<file path="src/rtl/axil_pkg.sv">
// rtl/axil_pkg.sv - shared AXI-Lite response codes and watchdog FSM state types
package axil_pkg;

    typedef enum logic [1:0] {
        OKAY   = 2'b00,
        EXOKAY = 2'b01,
        SLVERR = 2'b10,
        DECERR = 2'b11
    } resp_t;

    typedef enum logic [1:0] {
        W_IDLE  = 2'b00,
        W_RESP  = 2'b01,
        W_ERR   = 2'b10,
        W_DRAIN = 2'b11
    } wr_state_t;

    typedef enum logic [1:0] {
        R_IDLE  = 2'b00,
        R_RESP  = 2'b01,
        R_ERR   = 2'b10,
        R_DRAIN = 2'b11
    } rd_state_t;

    // Response code the guard itself returns when the slave stays silent
    function automatic logic [1:0] timeout_resp(input logic err_en);
        return err_en ? SLVERR : OKAY;
    endfunction

endpackage

</file>
<file path="src/rtl/axil_resp_timer.sv">
// rtl/axil_resp_timer.sv - saturating wait counter flagging the last allowed response cycle
module axil_resp_timer #(
    parameter int TIMEOUT = 256
) (
    input  logic aclk,
    input  logic rstn,
    input  logic clr_i,
    input  logic en_i,
    output logic expired_o
);

    localparam int CNT_W = $clog2(TIMEOUT + 1);
    localparam logic [CNT_W-1:0] CNT_LAST = CNT_W'(TIMEOUT - 1);
    localparam logic [CNT_W-1:0] CNT_MAX  = CNT_W'(TIMEOUT);

    logic [CNT_W-1:0] cnt_q;
    logic [CNT_W-1:0] cnt_d;

    // Clear wins over count; the count parks at TIMEOUT instead of wrapping
    always_comb begin
        cnt_d = cnt_q;
        if (clr_i) begin
            cnt_d = '0;
        end else if (en_i && (cnt_q != CNT_MAX)) begin
            cnt_d = cnt_q + 1'b1;
        end
    end

    // Counter register
    always_ff @(posedge aclk or negedge rstn) begin
        if (!rstn) begin
            cnt_q <= '0;
        end else begin
            cnt_q <= cnt_d;
        end
    end

    // High from the cycle the count reaches TIMEOUT-1 onward
    assign expired_o = (cnt_q >= CNT_LAST);

endmodule

</file>
<file path="src/rtl/axil_timeout_guard.sv">
// rtl/axil_timeout_guard.sv - AXI-Lite watchdog answering for a slave that misses its B/R deadline
module axil_timeout_guard
    import axil_pkg::*;
#(
    parameter int   ADDR_W      = 32,
    parameter int   DATA_W      = 32,
    parameter int   TIMEOUT     = 256,
    parameter logic ERR_RESP_EN = 1'b0,
    localparam int  STRB_W      = DATA_W / 8
) (
    input  logic              aclk,
    input  logic              rstn,
    input  logic [ADDR_W-1:0] s_axil_awaddr_i,
    input  logic [2:0]        s_axil_awprot_i,
    input  logic              s_axil_awvalid_i,
    output logic              s_axil_awready_o,
    input  logic [DATA_W-1:0] s_axil_wdata_i,
    input  logic [STRB_W-1:0] s_axil_wstrb_i,
    input  logic              s_axil_wvalid_i,
    output logic              s_axil_wready_o,
    output logic [1:0]        s_axil_bresp_o,
    output logic              s_axil_bvalid_o,
    input  logic              s_axil_bready_i,
    input  logic [ADDR_W-1:0] s_axil_araddr_i,
    input  logic [2:0]        s_axil_arprot_i,
    input  logic              s_axil_arvalid_i,
    output logic              s_axil_arready_o,
    output logic [DATA_W-1:0] s_axil_rdata_o,
    output logic [1:0]        s_axil_rresp_o,
    output logic              s_axil_rvalid_o,
    input  logic              s_axil_rready_i,
    output logic [ADDR_W-1:0] m_axil_awaddr_o,
    output logic [2:0]        m_axil_awprot_o,
    output logic              m_axil_awvalid_o,
    input  logic              m_axil_awready_i,
    output logic [DATA_W-1:0] m_axil_wdata_o,
    output logic [STRB_W-1:0] m_axil_wstrb_o,
    output logic              m_axil_wvalid_o,
    input  logic              m_axil_wready_i,
    input  logic [1:0]        m_axil_bresp_i,
    input  logic              m_axil_bvalid_i,
    output logic              m_axil_bready_o,
    output logic [ADDR_W-1:0] m_axil_araddr_o,
    output logic [2:0]        m_axil_arprot_o,
    output logic              m_axil_arvalid_o,
    input  logic              m_axil_arready_i,
    input  logic [DATA_W-1:0] m_axil_rdata_i,
    input  logic [1:0]        m_axil_rresp_i,
    input  logic              m_axil_rvalid_i,
    output logic              m_axil_rready_o,
    output logic              error_o,
    output logic [1:0]        err_src_o
);

    wr_state_t wr_state_q, wr_state_d;
    rd_state_t rd_state_q, rd_state_d;
    logic      aw_done_q, aw_done_d;
    logic      w_done_q, w_done_d;
    logic      run_q;
    logic      error_q, error_d;
    logic [1:0] err_src_q, err_src_d;
    logic      wr_tmr_clr, wr_tmr_en, wr_expired;
    logic      rd_tmr_clr, rd_tmr_en, rd_expired;
    logic      wr_evt, rd_evt;
    logic      aw_hs, w_hs;

    // Request payloads always travel unchanged; only the handshakes are gated
    assign m_axil_awaddr_o = s_axil_awaddr_i;
    assign m_axil_awprot_o = s_axil_awprot_i;
    assign m_axil_wdata_o  = s_axil_wdata_i;
    assign m_axil_wstrb_o  = s_axil_wstrb_i;
    assign m_axil_araddr_o = s_axil_araddr_i;
    assign m_axil_arprot_o = s_axil_arprot_i;
    assign s_axil_rdata_o  = (rd_state_q == R_ERR) ? '0 : m_axil_rdata_i;

    axil_resp_timer #(.TIMEOUT(TIMEOUT)) u_wr_timer (
        .aclk      (aclk),
        .rstn      (rstn),
        .clr_i     (wr_tmr_clr),
        .en_i      (wr_tmr_en),
        .expired_o (wr_expired)
    );

    axil_resp_timer #(.TIMEOUT(TIMEOUT)) u_rd_timer (
        .aclk      (aclk),
        .rstn      (rstn),
        .clr_i     (rd_tmr_clr),
        .en_i      (rd_tmr_en),
        .expired_o (rd_expired)
    );

    // State, flags and error pulse registers; run_q keeps request handshakes closed while in reset
    always_ff @(posedge aclk or negedge rstn) begin
        if (!rstn) begin
            wr_state_q <= W_IDLE;
            rd_state_q <= R_IDLE;
            aw_done_q  <= 1'b0;
            w_done_q   <= 1'b0;
            run_q      <= 1'b0;
            error_q    <= 1'b0;
            err_src_q  <= 2'b00;
        end else begin
            wr_state_q <= wr_state_d;
            rd_state_q <= rd_state_d;
            aw_done_q  <= aw_done_d;
            w_done_q   <= w_done_d;
            run_q      <= 1'b1;
            error_q    <= error_d;
            err_src_q  <= err_src_d;
        end
    end

    // Write channel: pass AW/W, then forward B or answer it ourselves after the deadline
    always_comb begin
        wr_state_d       = wr_state_q;
        aw_done_d        = aw_done_q;
        w_done_d         = w_done_q;
        m_axil_awvalid_o = 1'b0;
        s_axil_awready_o = 1'b0;
        m_axil_wvalid_o  = 1'b0;
        s_axil_wready_o  = 1'b0;
        s_axil_bvalid_o  = 1'b0;
        s_axil_bresp_o   = m_axil_bresp_i;
        m_axil_bready_o  = 1'b0;
        wr_tmr_clr       = 1'b0;
        wr_tmr_en        = 1'b0;
        wr_evt           = 1'b0;
        aw_hs            = 1'b0;
        w_hs             = 1'b0;
        unique case (wr_state_q)
            W_IDLE: begin
                wr_tmr_clr       = 1'b1;
                m_axil_awvalid_o = run_q & ~aw_done_q & s_axil_awvalid_i;
                s_axil_awready_o = run_q & ~aw_done_q & m_axil_awready_i;
                m_axil_wvalid_o  = run_q & ~w_done_q & s_axil_wvalid_i;
                s_axil_wready_o  = run_q & ~w_done_q & m_axil_wready_i;
                aw_hs            = m_axil_awvalid_o & m_axil_awready_i;
                w_hs             = m_axil_wvalid_o & m_axil_wready_i;
                aw_done_d        = aw_done_q | aw_hs;
                w_done_d         = w_done_q | w_hs;
                if (aw_done_d && w_done_d) begin
                    aw_done_d  = 1'b0;
                    w_done_d   = 1'b0;
                    wr_state_d = W_RESP;
                end
            end
            W_RESP: begin
                wr_tmr_en       = 1'b1;
                s_axil_bvalid_o = m_axil_bvalid_i;
                m_axil_bready_o = s_axil_bready_i;
                if (m_axil_bvalid_i && s_axil_bready_i) begin
                    wr_state_d = W_IDLE;
                    wr_evt     = (m_axil_bresp_i != OKAY);
                end else if (wr_expired && !m_axil_bvalid_i) begin
                    wr_state_d = W_ERR;
                    wr_evt     = 1'b1;
                end
            end
            W_ERR: begin
                s_axil_bvalid_o = 1'b1;
                s_axil_bresp_o  = timeout_resp(ERR_RESP_EN);
                if (s_axil_bready_i) begin
                    wr_state_d = W_DRAIN;
                end
            end
            W_DRAIN: begin
                m_axil_bready_o = 1'b1;
                if (m_axil_bvalid_i) begin
                    wr_state_d = W_IDLE;
                end
            end
            default: wr_state_d = W_IDLE;
        endcase
    end

    // Read channel: same deadline scheme, independent of the write side
    always_comb begin
        rd_state_d       = rd_state_q;
        m_axil_arvalid_o = 1'b0;
        s_axil_arready_o = 1'b0;
        s_axil_rvalid_o  = 1'b0;
        s_axil_rresp_o   = m_axil_rresp_i;
        m_axil_rready_o  = 1'b0;
        rd_tmr_clr       = 1'b0;
        rd_tmr_en        = 1'b0;
        rd_evt           = 1'b0;
        unique case (rd_state_q)
            R_IDLE: begin
                rd_tmr_clr       = 1'b1;
                m_axil_arvalid_o = run_q & s_axil_arvalid_i;
                s_axil_arready_o = run_q & m_axil_arready_i;
                if (m_axil_arvalid_o && m_axil_arready_i) begin
                    rd_state_d = R_RESP;
                end
            end
            R_RESP: begin
                rd_tmr_en       = 1'b1;
                s_axil_rvalid_o = m_axil_rvalid_i;
                m_axil_rready_o = s_axil_rready_i;
                if (m_axil_rvalid_i && s_axil_rready_i) begin
                    rd_state_d = R_IDLE;
                    rd_evt     = (m_axil_rresp_i != OKAY);
                end else if (rd_expired && !m_axil_rvalid_i) begin
                    rd_state_d = R_ERR;
                    rd_evt     = 1'b1;
                end
            end
            R_ERR: begin
                s_axil_rvalid_o = 1'b1;
                s_axil_rresp_o  = timeout_resp(ERR_RESP_EN);
                if (s_axil_rready_i) begin
                    rd_state_d = R_DRAIN;
                end
            end
            R_DRAIN: begin
                m_axil_rready_o = 1'b1;
                if (m_axil_rvalid_i) begin
                    rd_state_d = R_IDLE;
                end
            end
            default: rd_state_d = R_IDLE;
        endcase
    end

    // Merge both channels into one pulse; silent when error reporting is disabled
    always_comb begin
        error_d   = ERR_RESP_EN & (wr_evt | rd_evt);
        err_src_d = ERR_RESP_EN ? {rd_evt, wr_evt} : 2'b00;
    end

    assign error_o   = error_q;
    assign err_src_o = err_src_q;

endmodule

</file>
<file path="config.mk">
export PLATFORM = sky130hd
export DESIGN_NAME = axil_timeout_guard
export DESIGN_NICKNAME = d
export VERILOG_FILES = /design/src/rtl/axil_pkg.sv /design/src/rtl/axil_resp_timer.sv /design/src/rtl/axil_timeout_guard.sv
export SDC_FILE = /design/constraint.sdc
export NUM_CORES = 1
export LEC_CHECK = 0
export BUFFER_PORTS_ARGS = -buffer_cell sky130_fd_sc_hd__buf_2
export CAP_MARGIN = 5
export CORE_AREA = 3 3 119 121
export CTS_CLUSTER_DIAMETER = 80
export DETAILED_ROUTE_END_ITERATION = 8
export DIE_AREA = 0 0 122 124
export PLACE_DENSITY = 0.6
export SYNTH_ARGS = -nofsm -noshare
export SYNTH_HDL_FRONTEND = slang
export SYNTH_HIERARCHICAL = 1
export SYNTH_SLANG_ARGS = --single-unit
</file>
<file path="constraint.sdc">
create_clock -name aclk -period 3.44 [get_ports aclk]
set_input_delay 0.516 -clock aclk [delete_from_list [all_inputs] [get_ports aclk]]
set_output_delay 0.516 -clock aclk [all_outputs]
set_load 0.005 [all_outputs]
</file>
==> flow_summary.toml, run 1 <==
[finish]
seqCellArea_um2 = 626
diodes = 0
multi_input_area_um2 = 1230
layout.cells.non_filler = 497
syn_to_final_growth_pct = -2.49
drive_gt1_share_pct = 34.0
fill_cells = 1437
fin_nets = 492

[synthesis]
syn_area_um2 = 2770
seq_area_frac_synth_pct = 22.6
synth_seq_cells = 25
async_flop_share_pct = 100
synthAdderAreaFrac_pct = 7.23
synth_compound_area_share_pct = 9.04
synth_area_leaders = "buf_4, dfrtp_1, nor2b_1"
synth.avg_cell_area_um2 = 8.22
synth_mux_area_share_pct = 3.30
synth_ff_type = "dfrtp_1"
synthTopCellsByCount = "buf_4, nor2b_1, dfrtp_1"
yosys_warnings = 6
synth.distinct_cells = 37
synthSimpleGateAreaFrac_pct = 23.2
synth_enable_flop_cells = 0
synth_top_cell_by_area = "buf_4"
synthCells = 337
synth.top_cell.area_share_pct = 30.1
synth_top_family_by_area = "buffers and inverters"
synth_xor_area_share_pct = 1.27
yosys.cell_count.top_type = "buf_4"

[route]
wirelength_um = 5550
vias = 1978
dr.pass1.iters = 4
routed.top_layer = "met4"
drc = 0
wl_met2_um = 2450
antenna_left = 0
wl_met3_um = 505
drt_iter0_markers = 43
viasPerCell = 3.98
drt-wirelength-per-cell_um = 11.2
met1_length_um = 2350

[timing]
tightest_slew_ns = 0.586
hold_viol_final = 0
setup_viol = 0
skew_ns = 0.00504
fin_crit_ns = 2.44
fin_worst_hold_slack_ns = 0.238
rsz0062_at_grt = "no"
fin_ws_ns = 1.00
slew_violations = 0
relSlewSlack_pct = 60.9
max_freq_ghz = 0.410
finalCritPeriodShare_pct = 70.9
setup_tns_ns = 0

[clocking]
clkTransAtPathRegs_ns = 0.06
ctsResizeCount = 0
tritoncts = "done"
clock_sinks = 25
cts_htree_levels = 1
postCtsSetupBuffers = 0
clock_path_buffers = 2
clk_latency_ns = 0.26
cts_buffers = 3
cts-root-buf = "clkbuf_16"
cts_hold_buf = 0

[worst_hold_path]
hold_path_class = "in -> async"

[power_and_ir_drop]
ir_worst_vdd_mv = 0.252
pwr_density_cell_nw_per_um2 = 563
power.leakage_nw = 1.29

[critical_path]
crit_fanout = 18
crit_path_end_kind = "primary output"
crit_type = "reg -> out"
cp_data_arrival_time_ns = 1.92
required_ns = 2.92
start_kind = "flip-flop"

[placed_design]
dp_cells = 493
dp_slack_ns = 1.10
place.gp.congestion = 0.754
portBuffers = 93
dp_hpwl_um = 4460

[floorplanning]
fp.dieW_um = 122
num_io_pins = 309
core_area_um2 = 13200
die_y_um = 124
rows = 42
die_area_um2 = 15100
initial_core_util_pct = 21.0

[global_routing]
grt_start_max_net_pins = 37
antenna_found_initial = 0
grt_overflow = 0
grt_pass1_wl_um = 8600
first_global_vias = 1865
grt_usage_pct = 6.83

[run]
drv_cap = 0

[outcome]
outcome = "finished clean"
-- stage by stage --
| stage | util [%] | area [µm²] | total power, mW |
|---|---|---|---|
| 6_report | 20.5 | 2700 | 1.52 |
| 2_1_floorplan | - | 2780 | 1.09 |
| 3_3_place_gp | 19.8 | 2620 | 1.24 |
| 4_1_cts | 20.5 | 2700 | 1.54 |
| 3_5_place_dp | 19.8 | 2620 | 1.27 |
| 5_1_grt | 20.5 | 2700 | 1.67 |
-- layout by cell type (no fill, tap or decap) --
master and instances:
a211oi_1 2, a21boi_1 1, a21o_1 1, a21o_2 1
a21oi_1 12, a222oi_1 1, a311o_2 2, a31oi_1 3
a31oi_2 2, a41oi_1 1, and2_1 2, and3_1 2
buf_2 93, buf_4 1, clkbuf_16 3, clkinvlp_4 1
conb_1 4, dfrtp_1 25, ha_1 16, inv_1 17
mux2_1 1, mux2_4 2, mux2i_1 5, nand2_1 15
nand2b_1 6, nand3_1 10, nand3b_1 1, nand4_1 7
nor2_1 17, nor2b_1 39, nor3b_1 3, nor4_4 2
o2111a_1 1, o211ai_1 1, o21ai_0 8, o21bai_1 1
or2_2 2, or3_1 6, xor2_1 4
-- sequential cells by signal, indices dropped and copies added, names as in the netlist, named ones only --
register and count:
u_rd_timer/cnt_q 9, aw_done_q 1, wr_state_q 1, run_q 1
rd_state_q 1, w_done_q 1, u_wr_timer/cnt_q 9
-- logic make-up after synthesis --
| logic type | Yosys count |
|---|---|
| xor gates and xnor gates | 4 |
| and+or+nand+nor | 112 |
| DFF | 25 |
| other | 2 |
| buffers and inverters | 133 |
| adders and majority gates | 16 |
| AOI/OAI and AO/OA | 37 |
| muxes | 8 |
-- worst paths after layout --
| path | from | end | slack (ns) | depth (start not counted) |
|---|---|---|---|---|
| worst min-delay path | rstn | wr_state_q[0]$_DFFE_PN0P_ | 0.24 | 1 |
| worst min register to register | u_rd_timer/cnt_q[6]$_DFFE_PN0P_ | u_rd_timer/cnt_q[6]$_DFFE_PN0P_ | 0.58 | 2 |
| worst max register to register | u_wr_timer/cnt_q[3]$_DFFE_PN0P_ | flip-flop | 1.08 | 10 |
| worst max-delay path | wr_state_q[0]$_DFFE_PN0P_ | m_axil_awvalid_o | 1.00 | 5 |
| max in group asynchronous | rstn | asynchronous set/reset pin | 2.83 | 1 |
| min in group aclk | m_axil_rvalid_i | flip-flop | 0.56 | 4 |
-- layer usage --
| metal | GRT usage [%] | vias up |
|---|---|---|
| met1 | 8.37 | 898 |
| met3 | 2.36 | 44 |
| met5 | 0 | - |
| met4 | 5.04 | 0 |
| li1 | - | 958 |
| met2 | 9.88 | 78 |
-- final cells by class --
class / count / area share (%)
clock buffer: 3 / 2.78
clock inverter: 1 / 0.278
inverter: 17 / 2.36
multi-input combinational: 181 / 45.7
sequential: 25 / 23.2
tap: 176 / 8.16
timing repair buffer: 94 / 17.5
-- power by group --
group          internal (mW)  switching [mW]
Combinational          0.379           0.453
Clock                  0.158           0.106
Sequential             0.355          0.0684
-- worst max-delay path: stages (launching register included) --
cell     delay (ns)
dfrtp_1        0.42
inv_1          0.14
ha_1           0.55
nand2_1        0.19
nor3b_1        0.22
buf_2          0.14
No activity file was read; power rests on OpenSTA's default activity.
==> run 2: changes to the inputs <==
- CORE_AREA: 3 3 119 121 -> 3 3 121 123
- DIE_AREA: 0 0 122 124 -> 0 0 124 126
- PLACE_DENSITY: 0.6 -> 0.58
- clock period: 3.44 -> 2.5 ns (I/O delays scaled with it)
==> run 2 against run 1 <==
Non-clock buffer count grew 4. Total power grew 40%. Global-route usage grew 0.65 points. Sequential share of layout area shrank 0.23 points. Sequential cell count is the same. Design area grew 1.2%. Core utilization shrank 0.63 points. First-iteration DRC count grew 47%. Count of clock-buffer cells in the layout grew 1. Die area grew 3.3%. Sequential power grew 37%.
==> flow_summary.toml, run 2 (synthesis results as in run 1) <==
[clocking]
cts_hold_buf = 0
clock_path_buffers = 2
cts_buffers = 3
clkTransAtPathRegs_ns = 0.06
cts-root-buf = "clkbuf_16"
tritoncts = "done"
cts_htree_levels = 1
clk_latency_ns = 0.26
clock_sinks = 25

[finish]
utilization_pct = 19.8
diodes = 0
drive_gt1_share_pct = 34.8
syn_to_final_growth_pct = -1.31
fin_nets = 496
final_common_cell = "buf_2"
final_area_um2 = 2730
layout.cells.non_filler = 505
final_cell_mix = "buf_2, nor2b_1, dfrtp_1"
top_regs = "u_rd_timer/cnt_q (9), u_wr_timer/cnt_q (9)"

[floorplanning]
die_area_um2 = 15600
num_io_pins = 309
core_area_um2 = 13800
rows = 43
initial_core_util_pct = 20.1
fp.dieW_um = 124
die_y_um = 126

[timing]
fin_worst_hold_slack_ns = 0.109
max_freq_ghz = 0.435
tightest_slew_ns = 0.577
skew_ns = 0.00265
rsz0062_at_grt = "no"
relSlewSlack_pct = 61.5
fin_ws_ns = 0.200
finalCritPeriodShare_pct = 92.0
setup_viol = 0
slew_violations = 0
hold_viol_final = 0
setup_tns_ns = 0
fin_crit_ns = 2.30

[power_and_ir_drop]
ir_worst_vdd_mv = 0.360
power.total_mw = 2.13
pwr_density_cell_nw_per_um2 = 780
power.leakage_nw = 1.31

[route]
antenna_left = 0
drc = 0
viasPerCell = 4.07
drt_iter0_markers = 63
drt-wirelength-per-cell_um = 11.9
dr.pass1.iters = 4
wirelength_um = 6030
vias = 2054

[critical_path]
required_ns = 2.64
crit_type = "reg -> reg"
crit_path_end_kind = "flip-flop"
cp_data_arrival_time_ns = 2.44
cpPeakStageDelay_ns = 0.43
path_delay_family = "simple AND/OR/NAND/NOR gates"
start_kind = "flip-flop"
worst-path-buf-inv = 0
worstPathCellList = "nand4_1, or2_2, nor2_1, ha_1, nor2_1, o21ai_0, nand2b_1, a222oi_1, nand4_1, mux2_1"
slowest_stage = "dfrtp_2"
crit_fanout = 5
ff2ff_setup_slack_ns = 0.20

[run]
drv_cap = 0

[outcome]
outcome = "finished clean"

[placed_design]
dp_hpwl_um = 4990
place.gp.congestion = 0.759
dp_slack_ns = 0.155
dp_cells = 501
dpl_cell_area_um2 = 2650
portBuffers = 93

[global_routing]
antenna_found_initial = 0
grt_start_max_net_pins = 26
first_global_vias = 2056
grt_overflow = 0
grt_pass1_wl_um = 9820
grt_usage_pct = 7.48

[worst_hold_path]
hold_path_class = "in -> async"
## run 2: cell count changes in the layout (fill, tap and decap cells not counted), sizes merged
cell      change
buf           +4
clkbuf        +1
clkinvlp      -1
## run 2: layer usage
metal	track usage [%]	share of wire (%)
met1	8.96	40
met2	11.6	46
met3	2.60	9.8
met4	4.12	4.2
met5	0	0
## run 2: cell type report
cell class              count  area, µm²
fillers                  1573      11000
multi-input cells         181       1230
flip-flops and latches     25        627
repair buffers             98        503
well taps                 180        225
clock buffers               4       78.8
inverters                  17       63.8
## run 2: where the power goes
part / internal, mW / leakage (nW) / switching (mW)
clock network: 0.218 / 0.0382 / 0.138
registers: 0.488 / 0.332 / 0.0920
logic: 0.555 / 0.942 / 0.639
total: 1.26 / 1.31 / 0.869
## run 2: what timing repair did
action,4_1_cts,5_1_grt
buffers inserted,0,0
resized for setup,0,1
setup endpoints to repair,0,1
hold endpoints to repair,0,0
## run 2: worst paths after layout
kind	endpoint	from	depth (start not counted)
max in group asynchronous	u_wr_timer/cnt_q[4]$_DFFE_PN0P_	rstn	1
max	flip-flop	u_wr_timer/cnt_q[4]$_DFFE_PN0P_	10
min in group aclk	flip-flop	m_axil_rvalid_i	4
min reg2reg	flip-flop	flip-flop	1
min	wr_state_q[0]$_DFFE_PN0P_	rstn	1
max reg2reg	flip-flop	u_wr_timer/cnt_q[4]$_DFFE_PN0P_	10
